`src/rtl/micro_sequencer.sv`:
```
// Microprogram sequencer: maps an accepted opcode to a micro-PC entry point and
// steps it through end/branch fields of each 44-bit microword from the decode ROM.
module micro_sequencer #(
  parameter int unsigned MAX_STEPS = 64
) (
  input  logic        clk,
  input  logic        rst,
  input  logic [7:0]  opcode,
  input  logic        opcode_valid,
  output logic        opcode_ready,
  input  logic        stall,
  input  logic        flag_z,
  input  logic        flag_c,
  input  logic        flag_n,
  input  logic [43:0] uword,
  output logic [9:0]  uaddr,
  output logic [29:0] ctrl_out,
  output logic        instr_done,
  output logic        fault
);

  typedef enum logic [1:0] {
    IDLE,
    EXEC,
    FAULT
  } state_e;

  localparam logic [9:0] LAST_STEP = 10'(MAX_STEPS - 1);

  state_e      state_q, state_d;
  logic [9:0]  uaddr_q, uaddr_d;
  logic [9:0]  step_q, step_d;
  logic        done_q, done_d;
  logic        fault_q, fault_d;
  logic        ready_q, ready_d;

  logic        uend, ubr, cond_hit;
  logic [1:0]  ucond;
  logic [9:0]  utgt;

  assign uend  = uword[43];
  assign ubr   = uword[42];
  assign ucond = uword[41:40];
  assign utgt  = uword[39:30];

  always_comb begin
    case (ucond)
      2'b00:   cond_hit = 1'b1;
      2'b01:   cond_hit = flag_z;
      2'b10:   cond_hit = flag_c;
      default: cond_hit = flag_n;
    endcase
  end

  always_comb begin
    state_d = state_q;
    uaddr_d = uaddr_q;
    step_d  = step_q;
    done_d  = 1'b0;
    fault_d = fault_q;
    case (state_q)
      IDLE: begin
        if (opcode_valid) begin
          uaddr_d = {opcode, 2'b00};
          step_d  = '0;
          state_d = EXEC;
        end
      end
      EXEC: begin
        // uend outranks the step limit, so a routine ending on its last allowed word completes cleanly
        if (!stall) begin
          if (uend) begin
            uaddr_d = '0;
            done_d  = 1'b1;
            state_d = IDLE;
          end else if (step_q == LAST_STEP) begin
            fault_d = 1'b1;
            uaddr_d = '0;
            state_d = FAULT;
          end else begin
            step_d  = step_q + 10'd1;
            uaddr_d = (ubr && cond_hit) ? utgt : uaddr_q + 10'd1;
          end
        end
      end
      FAULT: begin
        uaddr_d = '0;
      end
      default: begin
        state_d = IDLE;
        uaddr_d = '0;
      end
    endcase
    ready_d = (state_d == IDLE);
  end

  always_ff @(posedge clk or posedge rst) begin
    if (rst) begin
      state_q <= IDLE;
      uaddr_q <= '0;
      step_q  <= '0;
      done_q  <= 1'b0;
      fault_q <= 1'b0;
      ready_q <= 1'b1;
    end else begin
      state_q <= state_d;
      uaddr_q <= uaddr_d;
      step_q  <= step_d;
      done_q  <= done_d;
      fault_q <= fault_d;
      ready_q <= ready_d;
    end
  end

  // ROM output already reflects the current micro-PC, so control bits pass straight through
  assign ctrl_out     = (state_q == EXEC && !stall) ? uword[29:0] : '0;
  assign uaddr        = uaddr_q;
  assign opcode_ready = ready_q;
  assign instr_done   = done_q;
  assign fault        = fault_q;

endmodule

```
`config.mk`:
```
export PLATFORM = sky130hd
export DESIGN_NAME = micro_sequencer
export DESIGN_NICKNAME = d
export VERILOG_FILES = /design/src/rtl/micro_sequencer.sv
export SDC_FILE = /design/constraint.sdc
export NUM_CORES = 1
export LEC_CHECK = 0
export BUFFER_PORTS_ARGS = -buffer_cell sky130_fd_sc_hd__buf_2
export CORE_ASPECT_RATIO = 1.2
export CORE_MARGIN = 3
export CORE_UTILIZATION = 45
export CTS_CLUSTER_SIZE = 20
export DETAILED_ROUTE_END_ITERATION = 16
export HOLD_SLACK_MARGIN = 0.03
export MAX_ROUTING_LAYER = met4
export PLACE_DENSITY = 0.83
export SYNTH_ARGS = -nofsm -noshare
export SYNTH_HDL_FRONTEND = slang
export SYNTH_SLANG_ARGS = --single-unit
export TNS_END_PERCENT = 50
```
`constraint.sdc`:
```
create_clock -name clk -period 5.1 [get_ports clk]
set_clock_uncertainty 0.05 [all_clocks]
set_input_delay 1.02 -clock clk [delete_from_list [all_inputs] [get_ports clk]]
set_output_delay 1.02 -clock clk [all_outputs]
set_load 0.02 [all_outputs]
```
==> run_results.csv <==
group,metric,value,unit
synthesis,synthTopCellsByCount,"and2_1, dfrtp_1, nor2_1, nand3_1",
timing,fin_crit_sh,0.595,
global_route,first_global_vias,1548,
cts,cts_buffer_depth,2,
critical_path,worstSetupStartpointType,"input pin",
die,initial_core_util,0.472,
die,die_h,73.9,um
detailed_routing,drtPass1Iterations,4,
global_route,grt_pass1_wl,7130,um
timing,slew_headroom,0.353,
cts,htreeDepth,1,
cts,cts_tree,"built",
global_route,grt_overflow,0,
synthesis,synthTopCellsByArea,"dfrtp_1, and2_1, xor2_1, nor2_1, nand3_1",
run_status,outcome,"finished, final reports clean",
die,core_area,0.00366,mm^2
timing,finalSetupTns,0,ns
die,die-area,0.00462,mm^2
timing,fin_hold_ws,0.425,ns
flow_run,maxCapViolations,0,
synthesis,synth-edff-count,0,
die,fp.dieW,62.6,um
detailed_routing,wire_per_inst,13.3,um
power,irDropWorstVdd,0.154,mV
synthesis,synth_top_flop_cell,"dfrtp_1",
synthesis,yosys.area.top_type,"dfrtp_1",
placement,place_area,0.00226,mm^2
synthesis,yosysMostFrequentCell,"and2_1",
finish,nFillCells,340,
cts,ctsHoldBuffers,0,
finish,syn2layout_area_growth,34.0,%
synthesis,synth_area_per_cell,8.86,um^2
synthesis,syn-cell-area,0.00173,mm^2
synthesis,synthesis.nets,256,
synthesis,ys_types,42,
timing,setup_violations,0,
detailed_routing,first_iter_violations,134,
timing,slew_viol_final,0,
cts,cts_setup_buffers,0,
synthesis,async_reset_ff_frac,1.00,
critical_path,end_kind,"primary output",
finish,design_area,0.00232,mm^2
synthesis,yosysWarnings,0,
placement,io_buffers,101,
synthesis,synth_top_area_share,0.348,
timing,hold_viol_final,0,
critical_path,crit_arrival,1.96,ns
timing,tightest_slew,0.969,ns
finish,n_antenna_cell,0,
detailed_routing,routed_wl,4580,um
finish,nets,355,
global_route,grtUsageTotal,0.194,
cts,cts_sinks,25,
power,leakage,1.21,nW
synthesis,synth_cells,195,
placement,hpwl,3640,um
critical_path,crit_path_max_fanout,27,
critical_path,critical_path_class,"input pin to primary output",
synthesis,ys_seq_area_frac,0.363,
global_route,antenna_found_initial,0,
cts,insertion_delay,0.27,ns
placement,place_congestion,0.892,
detailed_routing,drt.antenna.violating_nets,0,
global_route,grt_max_degree,32,
synthesis,synth_seq_cells,25,
detailed_routing,route.detailed.drc,0,
cts,cts_buffers,3,
die,row_count,24,
critical_path,crit_required,4.03,ns
cts,cts-resized-gates,0,
detailed_routing,via_count,1762,
die,io_pins,102,
timing,max_freq,330,MHz
power,power_density,311,mW/mm^2
timing,min_period,3.03,ns
min_path,hp-class,"flip-flop to flip-flop",
finish,final_layout_size_suffix_gt1_frac,0.396,
detailed_routing,viasPerCell,5.11,
timing,grt_setup_unrepaired,"false",
cts,root_buffer,"clkbuf_8",
cts,clk_pin_slew_worst_paths,0.09,ns
[state kept, by name, summed over array words and instances, names as in the netlist]
signal / cells
step_q: 10
uaddr: 10
state_q: 2
fault: 1
instr_done: 1
opcode_ready: 1
[metrics by stage]
step | setup slack, ns | total power, mW | utilization | std cells
after floorplan | 2.39 | 0.493 | - | 195
after global placement | 1.59 | 0.595 | 0.618 | 340
after detailed placement | 1.45 | 0.604 | 0.618 | 340
after CTS | 1.45 | 0.723 | 0.630 | 344
after global routing | 1.94 | 0.767 | 0.632 | 345
final | 2.07 | 0.720 | 0.632 | 345
[final cells by class]
cell class,instances,area (um^2),area share
Timing Repair Buffer,103,520,0.225
Inverter,3,11.3,0.00486
Sequential cell,25,627,0.271
Multi-Input combinational cell,158,1050,0.452
Tap cell,52,65.1,0.0281
Clock buffer,4,45.0,0.0194
[logic make-up after synthesis]
kind of cell	count (synthesis)	share of synthesized area
AND/OR/NAND/NOR	98	0.324
AO/OA/AOI/OAI	41	0.179
flip-flops	25	0.363
XOR/XNOR	13	0.0659
buffers and inverters	12	0.0311
multiplexers	4	0.0232
adder cells (fa/ha/maj)	2	0.0145
[cell usage in the layout, fill, tap and decap left out, drive strengths merged, types with 3 or more instances in the layout]
cell / n
buf: 103
and2: 35
dfrtp: 24
nor2: 18
nand3: 12
nand2: 11
a21oi: 11
xor2: 8
o21ai: 7
and3: 6
xnor2: 5
o211ai: 5
nand2b: 4
mux2i: 4
nor2b: 4
clkbuf: 4
inv: 3
a31oi: 3
[power by group]
part	switching (mW)	internal, mW
clock network	0.0632	0.0559
registers	0.0481	0.239
logic	0.181	0.133
[path summary, 6_finish.rpt]
| check | from | endpoint | slack [ns] | depth (start not counted) |
|---|---|---|---|---|
| hold reg to reg | fault | fault | 0.42 | 1 |
| min in group asynchronous | rst | step_q[9] | 0.91 | 2 |
| max in group asynchronous | rst | uaddr[4] | 3.50 | 2 |
| setup reg to reg | state_q[1] | step_q[1] | 3.07 | 5 |
| hold / removal | fault | fault | 0.42 | 1 |
| setup / recovery | stall | ctrl_out[9] | 2.07 | 5 |
[layer usage]
layer / vias up / GRT usage / share of wire
met1: 825 / 0.252 / 0.43
met5: - / - / 0
li1: 873 / - / -
met2: 59 / 0.314 / 0.50
met4: 0 / 0.0490 / 0.0081
met3: 5 / 0.0367 / 0.061
[worst max-delay path, stage by stage]
cell	delay, ns
buf_2	0.13
nor2_1	0.22
buf_4	0.27
and2_1	0.16
buf_2	0.16
(Power assumes the default switching activity.)
